[src/rtl/i2c_byte_engine_if.sv]
// i2c_byte_engine_if: command/response handshake plus open-drain I2C pin signals.
// master = CSR side and bus pins, slave = the byte engine.
interface i2c_byte_engine_if;
    logic       cmd_valid_i;
    logic       cmd_ready_o;
    logic [1:0] cmd_i;
    logic [7:0] wr_data_i;
    logic       nack_i;
    logic [7:0] rd_data_o;
    logic       rx_nack_o;
    logic       done_o;
    logic       busy_o;
    logic       scl_i;
    logic       sda_i;
    logic       scl_oe_o;
    logic       sda_oe_o;
    modport master (
        output cmd_valid_i, cmd_i, wr_data_i, nack_i, scl_i, sda_i,
        input  cmd_ready_o, rd_data_o, rx_nack_o, done_o, busy_o, scl_oe_o, sda_oe_o
    );
    modport slave (
        input  cmd_valid_i, cmd_i, wr_data_i, nack_i, scl_i, sda_i,
        output cmd_ready_o, rd_data_o, rx_nack_o, done_o, busy_o, scl_oe_o, sda_oe_o
    );
endinterface

[src/rtl/i2c_byte_engine.sv]
// i2c_byte_engine: byte-level I2C master (START, STOP, WRITE, READ) with clock stretching.
// Every condition/bit is four phases of CLK_DIV cycles; SCL/SDA are open-drain enables.
module i2c_byte_engine #(
    parameter int CLK_DIV = 125,
    parameter int CNT_W   = $clog2(CLK_DIV)
) (
    input  logic          clk_i,
    input  logic          rst_i,
    i2c_byte_engine_if.slave bus
);
    typedef enum logic [2:0] {IDLE, START, STOP, BIT, DONE} state_t;
    state_t state, state_n;
    logic [CNT_W-1:0] tick;
    logic [1:0] phase, op, scl_sync, sda_sync;
    logic [3:0] bit_cnt;
    logic [7:0] sh, rd_data;
    logic nack_q, ack_smp, rx_nack, scl_oe, sda_oe, scl_oe_n, sda_oe_n;
    logic scl_s, sda_s, accept, active, tick_end, stall, phase_end, last_phase, bit_sda;
    assign scl_s      = scl_sync[1];
    assign sda_s      = sda_sync[1];
    assign accept     = state == IDLE && bus.cmd_valid_i;
    assign active     = state inside {START, STOP, BIT};
    assign tick_end   = tick == CNT_W'(CLK_DIV - 1);
    // a slave holding SCL low freezes the counter at the end of P1
    assign stall      = phase == 2'd1 && !scl_s;
    assign phase_end  = active && tick_end && !stall;
    assign last_phase = phase_end && phase == 2'd3;
    assign bit_sda    = op == 2'b10 ? (bit_cnt != 4'd0 && !sh[7]) : (bit_cnt == 4'd0 && !nack_q);
    always_comb begin
        state_n  = state;
        scl_oe_n = scl_oe;
        sda_oe_n = sda_oe;
        if (accept)
            state_n = bus.cmd_i == 2'b00 ? START : bus.cmd_i == 2'b01 ? STOP : BIT;
        else if (state == DONE)
            state_n = IDLE;
        else if (last_phase && (state != BIT || bit_cnt == 4'd0))
            state_n = DONE;
        if (state == START) begin
            sda_oe_n = phase == 2'd0 ? 1'b0 : phase == 2'd2 ? 1'b1 : sda_oe;
            scl_oe_n = phase == 2'd1 ? 1'b0 : phase == 2'd3 ? 1'b1 : scl_oe;
        end else if (state == STOP) begin
            sda_oe_n = phase == 2'd0 ? 1'b1 : phase == 2'd3 ? 1'b0 : sda_oe;
            scl_oe_n = phase == 2'd0 ? 1'b1 : phase == 2'd1 ? 1'b0 : scl_oe;
        end else if (state == BIT) begin
            sda_oe_n = phase == 2'd0 ? bit_sda : sda_oe;
            scl_oe_n = phase == 2'd1 ? 1'b0 : phase == 2'd2 ? scl_oe : 1'b1;
        end
    end
    always_ff @(posedge clk_i or posedge rst_i) begin
        if (rst_i) state <= IDLE;
        else       state <= state_n;
    end
    always_ff @(posedge clk_i or posedge rst_i) begin
        if (rst_i) begin
            scl_sync <= 2'b11;
            sda_sync <= 2'b11;
            scl_oe   <= 1'b0;
            sda_oe   <= 1'b0;
            tick     <= '0;
            phase    <= 2'd0;
            bit_cnt  <= 4'd0;
            op       <= 2'd0;
            nack_q   <= 1'b0;
            sh       <= 8'd0;
            ack_smp  <= 1'b0;
            rd_data  <= 8'd0;
            rx_nack  <= 1'b0;
        end else begin
            scl_sync <= {scl_sync[0], bus.scl_i};
            sda_sync <= {sda_sync[0], bus.sda_i};
            scl_oe   <= scl_oe_n;
            sda_oe   <= sda_oe_n;
            if (accept) begin
                op      <= bus.cmd_i;
                sh      <= bus.wr_data_i;
                nack_q  <= bus.nack_i;
                bit_cnt <= 4'd8;
                tick    <= '0;
                phase   <= 2'd0;
            end else if (active) begin
                tick <= !tick_end ? tick + CNT_W'(1) : stall ? tick : '0;
                if (phase_end) phase <= phase + 2'd1;
                // reads shift samples in; writes shift the next data bit up to sh[7]
                if (state == BIT && phase == 2'd2 && tick_end) begin
                    if (bit_cnt != 4'd0) sh <= {sh[6:0], sda_s};
                    else ack_smp <= sda_s;
                end
                if (state == BIT && last_phase) begin
                    bit_cnt <= bit_cnt - 4'd1;
                    if (bit_cnt == 4'd0 && op == 2'b11) rd_data <= sh;
                    if (bit_cnt == 4'd0 && op == 2'b10) rx_nack <= ack_smp;
                end
            end
        end
    end
    assign bus.cmd_ready_o = state == IDLE;
    assign bus.busy_o      = state != IDLE;
    assign bus.done_o      = state == DONE;
    assign bus.rd_data_o   = rd_data;
    assign bus.rx_nack_o   = rx_nack;
    assign bus.scl_oe_o    = scl_oe;
    assign bus.sda_oe_o    = sda_oe;
endmodule

[src/flat_wrapper.sv]
// flat-port wrapper written by rule: the top's interface ports become plain ports
module i2c_byte_engine_flat 
#(
    parameter int CLK_DIV = 125,
    parameter int CNT_W   = $clog2(CLK_DIV)
)
  (clk_i, rst_i, bus_cmd_valid_i, bus_cmd_i, bus_wr_data_i, bus_nack_i, bus_scl_i, bus_sda_i, bus_cmd_ready_o, bus_rd_data_o, bus_rx_nack_o, bus_done_o, bus_busy_o, bus_scl_oe_o, bus_sda_oe_o);
  i2c_byte_engine_if bus_i ();
  input  logic clk_i;
  input  logic rst_i;
  input wire logic [$bits(bus_i.cmd_valid_i)-1:0] bus_cmd_valid_i;
  input wire logic [$bits(bus_i.cmd_i)-1:0] bus_cmd_i;
  input wire logic [$bits(bus_i.wr_data_i)-1:0] bus_wr_data_i;
  input wire logic [$bits(bus_i.nack_i)-1:0] bus_nack_i;
  input wire logic [$bits(bus_i.scl_i)-1:0] bus_scl_i;
  input wire logic [$bits(bus_i.sda_i)-1:0] bus_sda_i;
  output wire logic [$bits(bus_i.cmd_ready_o)-1:0] bus_cmd_ready_o;
  output wire logic [$bits(bus_i.rd_data_o)-1:0] bus_rd_data_o;
  output wire logic [$bits(bus_i.rx_nack_o)-1:0] bus_rx_nack_o;
  output wire logic [$bits(bus_i.done_o)-1:0] bus_done_o;
  output wire logic [$bits(bus_i.busy_o)-1:0] bus_busy_o;
  output wire logic [$bits(bus_i.scl_oe_o)-1:0] bus_scl_oe_o;
  output wire logic [$bits(bus_i.sda_oe_o)-1:0] bus_sda_oe_o;
  assign bus_i.cmd_valid_i = bus_cmd_valid_i;
  assign bus_i.cmd_i = bus_cmd_i;
  assign bus_i.wr_data_i = bus_wr_data_i;
  assign bus_i.nack_i = bus_nack_i;
  assign bus_i.scl_i = bus_scl_i;
  assign bus_i.sda_i = bus_sda_i;
  assign bus_cmd_ready_o = bus_i.cmd_ready_o;
  assign bus_rd_data_o = bus_i.rd_data_o;
  assign bus_rx_nack_o = bus_i.rx_nack_o;
  assign bus_done_o = bus_i.done_o;
  assign bus_busy_o = bus_i.busy_o;
  assign bus_scl_oe_o = bus_i.scl_oe_o;
  assign bus_sda_oe_o = bus_i.sda_oe_o;
  i2c_byte_engine #(.CLK_DIV(CLK_DIV), .CNT_W(CNT_W)) u_core (.clk_i(clk_i), .rst_i(rst_i), .bus(bus_i));
endmodule
[config.mk]
export PLATFORM = sky130hd
export DESIGN_NAME = i2c_byte_engine_flat
export DESIGN_NICKNAME = d
export VERILOG_FILES = /design/src/rtl/i2c_byte_engine_if.sv /design/src/rtl/i2c_byte_engine.sv /design/src/flat_wrapper.sv
export SDC_FILE = /design/constraint.sdc
export NUM_CORES = 1
export LEC_CHECK = 0
export ABC_AREA = 1
export CORE_MARGIN = 5
export CORE_UTILIZATION = 50
export CTS_BUF_LIST = sky130_fd_sc_hd__clkbuf_8
export DETAILED_ROUTE_END_ITERATION = 7
export MAX_ROUTING_LAYER = met4
export PLACE_DENSITY = 0.8
export SLEW_MARGIN = 30
export SYNTH_ARGS = -nofsm -noshare
export SYNTH_HDL_FRONTEND = slang
export SYNTH_SLANG_ARGS = --single-unit
[constraint.sdc]
create_clock -name clk_i -period 2.4 [get_ports clk_i]
set_clock_uncertainty 0.05 [all_clocks]
set_input_delay 0.72 -clock clk_i [delete_from_list [all_inputs] [get_ports clk_i]]
set_output_delay 0.72 -clock clk_i [all_outputs]
set_load 0.05 [all_outputs]
== Word-level counts from Yosys, hierarchy flattened ==
Cells that the tools add are included.

* Output and inout port bits: 14
* Logic and storage cells: 115
* Input port bits: 16
* Flip-flop bits (word level): 43

* Muxes and demuxes: 37
* Reductions and logical operators: 42
* Equality and inequality tests: 17
* Bitwise logic cells: 2
* Add/sub/neg operators: 3

{| class="wikitable"
|+ Operators by type and width
! cell !! number
|-
| $mux W8 || 4
|-
| $mux W7 || 4
|-
| $reduce_and A4 Y1 || 5
|-
| $mux W1 || 19
|-
| $reduce_bool A3 Y1 || 5
|-
| $logic_and A1 B1 Y1 || 13
|-
| $mux W3 || 4
|-
| $mux W4 || 3
|-
| $reduce_bool A2 Y1 || 5
|-
| $eq A2 B2 Y1 const B || 4
|-
| $add A7 B1 Y7 const B || 1
|-
| $eq A7 B7 Y1 const B || 1
|-
| $eq A3 B2 Y1 const B || 2
|-
| $mux W2 || 3
|-
| $ne A3 B2 Y1 const B || 2
|-
| $ne A3 B3 Y1 const B || 2
|-
| $reduce_and A2 Y1 || 3
|-
| $eq A2 B1 Y1 const B || 2
|-
| $logic_not A1 Y1 || 4
|-
| $logic_not A2 Y1 || 2
|-
| $logic_not A4 Y1 || 1
|-
| $ne A4 B2 Y1 const B || 1
|-
| $ne A4 B3 Y1 const B || 1
|-
| $reduce_bool A4 Y1 || 1
|-
| other kinds (8) || 9
|}

== Longest topological paths before layout ==
* Word-level depth: 9
* Mapped depth: 10

== Least setup slack after synthesis ==
OpenSTA, ideal clock, no wires.

* Path kind: register -> output
* Start: register u_core.state[1]
* End: output bus_busy_o
* Required time: 1.630 ns
* Slack: -0.211 ns
* Data arrival time: 1.841 ns
* Stages on the path, launching flop included: 5
* Path through: dfrtp_1 > nor2_2 > inv_1 > nor2_1 > inv_1

* Cells in the longest elaborated chain, start to end: 1

{| class="wikitable"
|+ RTL lines
! what !! line !! source
|-
| start, declared || i2c_byte_engine.sv:12 || <nowiki>state_t state, state_n;</nowiki>
|-
| start signal, assigned || i2c_byte_engine.sv:52 || <nowiki>else state <= state_n;</nowiki>
|-
| $reduce_bool A3 Y1 || i2c_byte_engine.sv:98 || <nowiki>assign bus.busy_o = state != IDLE;</nowiki>
|-
| end, declared || flat_wrapper.sv:21 || <nowiki>output wire logic [$bits(bus_i.busy_o)-1:0] bus_busy_o;</nowiki>
|}

Every way passes these cells.

== Worst setup path after layout ==
* Start: register u_core.state[1]
* End: output bus_done_o

* Cells in the longest elaborated chain, start to end: 1

{| class="wikitable"
|+ RTL lines
! what !! line !! source
|-
| $eq A3 B3 Y1 || i2c_byte_engine.sv:99 || <nowiki>assign bus.done_o = state == DONE;</nowiki>
|-
| end, declared || flat_wrapper.sv:20 || <nowiki>output wire logic [$bits(bus_i.done_o)-1:0] bus_done_o;</nowiki>
|}

Every way passes these cells.

==> flow_summary.ini <==
[worst_setup_path]
worst_path_max_stage_delay_ns = 0.47
critical_path.endpoint_type = output pin
path_class = reg -> out
critical_path_peak_fanout = 7
critPathBufInv = 2
crit_path_cell_trace = nor2_2 > inv_1 > nor2_1 > buf_12
crit_path_top_delay_cell = sky130_fd_sc_hd__dfrtp_1
worst_r2r_endpoint = u_core.bit_cnt[3]$_DFFE_PP0P_
r2r-start = u_core.tick[0]$_DFFE_PP0P_
cell_count_of_the_worst_reg_to_reg_path = 9
required_ns = 1.63
arrival_ns = 1.51
cp-start-kind = flop
cell_family_contributing_the_most_delay_on_the_critical_path = flip-flops
worst-r2r-setup-slack_ns = 0.43

[final_layout]
postLayoutCellArea_um2 = 2824
postLayoutCoreUtil_pct = 63.97
syn_to_final_growth_pct = 22.00
stdcell_count = 384
final_net_count = 354
filler_cell_count = 388
antenna_cells = 0
layout-drive-gt1-share_pct = 10.24

[global_routing]
grt_antenna_before_repair = 0
grt_first_pass_wirelength_um = 9259
globalRouteTotalUtil_pct = 19.13
grt_pass1_vias = 1990
grt-ovfl-total = 0
grt_max_degree = 44

[floorplanning]
initial_utilization_pct = 52.44
num_io_pins = 30
design.die.area_um2 = 6090
rows = 24
floorplan_die_width_um = 78.04
chipHeight_um = 78.04
core_area_um2 = 4414

[min_path]
worstHoldPathType = reg -> reg
worst_hold_startpoint = u_core.sda_sync[0]$_DFF_PP1_
worst_hold_path.endpoint = u_core.sda_sync[1]$_DFF_PP1_
hold-path-cell-count = 0

[synth]
mappedNetlistNets = 318
synthesis.area_um2 = 2315
cell_count_after_synthesis = 295
ys_types = 23
yosys_register_bits = 43
average_size_of_a_mapped_cell_um2 = 7.847
register_area_share_after_synthesis_pct = 46.70
yosys_warnings = 0

[clock_network]
cts_post_setup_buffers_inserted = 0
cts_buffers = 5
cts_tree = done
cts.repair.resized = 0
clkSinkCount = 43
ctsLongestPathBuffers = 2
h-tree-depth = 2
cts-hold-fix-buffers = 0
clk_latency_ns = 0.30
clkSlewWorstSetupHoldPaths_ns = 0.08
master_cell_of_the_clock_root_buffer = sky130_fd_sc_hd__clkbuf_8

[route]
drtAntennaViolNets = 0
route.detailed.vias_per_inst = 5.391
drc_markers = 0
drt_iter0_drc = 171
vias_after_detailed_routing = 2070
route.detailed.wl_per_inst_um = 13.67
routed_wl_um = 5250
drt_first_pass_iters = 4

[placement]
detailed_place.area_um2 = 2711
post_detail_place_hpwl_um = 3862
gp_routability_congestion = 0.8646
number_of_cells_in_the_design_after_placement = 376
place.port_buffers = 29

[timing]
fmax_mhz = 437.9
grt_setup_unrepaired = no
final_min_period_over_clock_period_pct = 95.16
setup_violations = 0
relSlewSlack_pct = 66.89
hold_violations = 0
report.final.slew_viol_count = 0
fin_setup_tns_ns = 0
worstMarginPinSlew_ns = 0.4951
final_period_minus_worst_setup_slack_ns = 2.284

[pwr]
power.ir.vdd_worst_mv = 0.8515
power-per-cell-area_nw_per_um2 = 1014
static-leakage-power_uw = 0.001380

[run]
timing.max_cap.violations = 0

[run_status]
status = complete, no violations
==> power breakdown <==
part	internal (µW)	total (µW)	switching, µW
registers	916	1100	186
clock network	310	568	258
logic	413	1190	780
==> worst max path at each step <==
stage	startpoint	end	slack, ns	cells past startpoint
2_1_floorplan	u_core.state[1]$_DFFE_PP0P_	bus_busy_o	0.10	4
3_3_place_gp	bus_cmd_valid_i	u_core.sh[1]$_DFFE_PP0P_	0.30	6
3_5_place_dp	bus_cmd_valid_i	u_core.tick[3]$_DFFE_PP0P_	0.26	7
4_1_cts	u_core.state[1]$_DFFE_PP0P_	bus_done_o	0.11	4
5_1_grt	u_core.state[1]$_DFFE_PP0P_	bus_done_o	0.005	4
6_report	u_core.state[1]$_DFFE_PP0P_	bus_done_o	0.12	4
==> final cells by class <==
| class | count | area [µm²] | share of cell area (%) |
|---|---|---|---|
| Tap cell | 52 | 65.06 | 2.304 |
| Clock buffer | 5 | 68.82 | 2.437 |
| Sequential cell | 43 | 1081 | 38.28 |
| Inverter | 38 | 142.6 | 5.051 |
| Clock inverter | 3 | 43.79 | 1.551 |
| Timing Repair Buffer | 35 | 365.4 | 12.94 |
| Multi-Input combinational cell | 208 | 1057 | 37.44 |
==> placed cells by master, fill, tap and decap left out <==
cell	Yosys	final
sky130_fd_sc_hd__dfrtp_1	39	39
sky130_fd_sc_hd__bufinv_16	0	1
sky130_fd_sc_hd__clkinv_4	0	1
sky130_fd_sc_hd__a21boi_2	1	1
sky130_fd_sc_hd__nand4_4	1	1
sky130_fd_sc_hd__inv_1	38	38
sky130_fd_sc_hd__nor3_4	1	1
sky130_fd_sc_hd__dfstp_2	4	4
sky130_fd_sc_hd__nand3_1	47	47
sky130_fd_sc_hd__nor2_1	19	18
sky130_fd_sc_hd__o21ai_0	24	24
sky130_fd_sc_hd__buf_12	0	3
sky130_fd_sc_hd__nand3_4	1	1
sky130_fd_sc_hd__a21oi_1	2	2
sky130_fd_sc_hd__nand4_1	12	12
sky130_fd_sc_hd__nand4_2	1	1
sky130_fd_sc_hd__ha_1	7	7
sky130_fd_sc_hd__clkbuf_8	0	5
sky130_fd_sc_hd__xor2_1	2	2
sky130_fd_sc_hd__buf_4	1	6
sky130_fd_sc_hd__nand2_2	3	3
sky130_fd_sc_hd__clkinv_2	0	1
sky130_fd_sc_hd__nand2_1	80	80
sky130_fd_sc_hd__nor2_2	4	5
sky130_fd_sc_hd__clkdlybuf4s50_1	0	26
sky130_fd_sc_hd__nor3_1	3	3
==> synthesized netlist by cell type (all sizes together) <==
cell type  number  area share (%)
inv            38             6.2
xor2            2            0.76
nor3            4             1.4
dfrtp          39              42
o21ai          24             5.2
ha              7             3.8
clkbuf          2            0.32
nand4          14             4.7
a21boi          1            0.49
dfstp           4             4.5
buf             4             1.2
nand3          48              11
nor2           23             4.2
nand2          83              14
a21oi           2            0.43
==> per-layer routing <==
metal | GRT usage, % | wire, µm
met1 | 26.18 | 2401
met2 | 28.23 | 2512
met3 | 4.577 | 275
met4 | 5.912 | 61
met5 | - | 0
==> logic make-up after synthesis <==
family	share of synthesized area [%]
adders and majority gates	3.784
buffers and inverters	7.730
DFF	46.70
xor gates and xnor gates	0.7569
AOI/OAI and AO/OA	6.108
and+or+nand+nor	34.92
==> state kept, by name, summed over array words and instances, names as in the netlist, 2 cells and up <==
| register | flops |
|---|---|
| u_core.sda_sync | 2 |
| u_core.bit_cnt | 4 |
| u_core.scl_sync | 2 |
| u_core.phase | 2 |
| u_core.op | 2 |
| u_core.tick | 7 |
| u_core.bus.rd_data_o | 8 |
| u_core.sh | 8 |
| u_core.state | 3 |
==> through the flow <==
step	hold slack (ns)	setup slack, ns	power (µW)
after floorplan	0.2952	0.1021	1930
after global placement	0.2963	0.3039	2249
after detailed placement	0.2976	0.2554	2289
after CTS	0.3092	0.1141	2866
after global routing	0.3172	0.005255	3117
final	0.3079	0.1161	2864
==> worst register-to-register path, stage by stage (launching register included) <==
cell                      delay (ns)
sky130_fd_sc_hd__dfrtp_1        0.43
sky130_fd_sc_hd__inv_1          0.10
sky130_fd_sc_hd__ha_1           0.20
sky130_fd_sc_hd__inv_1          0.06
sky130_fd_sc_hd__nor2_1         0.10
sky130_fd_sc_hd__nand2_1        0.17
sky130_fd_sc_hd__nor2_2         0.28
sky130_fd_sc_hd__nand4_1        0.28
sky130_fd_sc_hd__nand3_1        0.15
sky130_fd_sc_hd__nand2_1        0.06
Power figures use the tool's default switching activity.
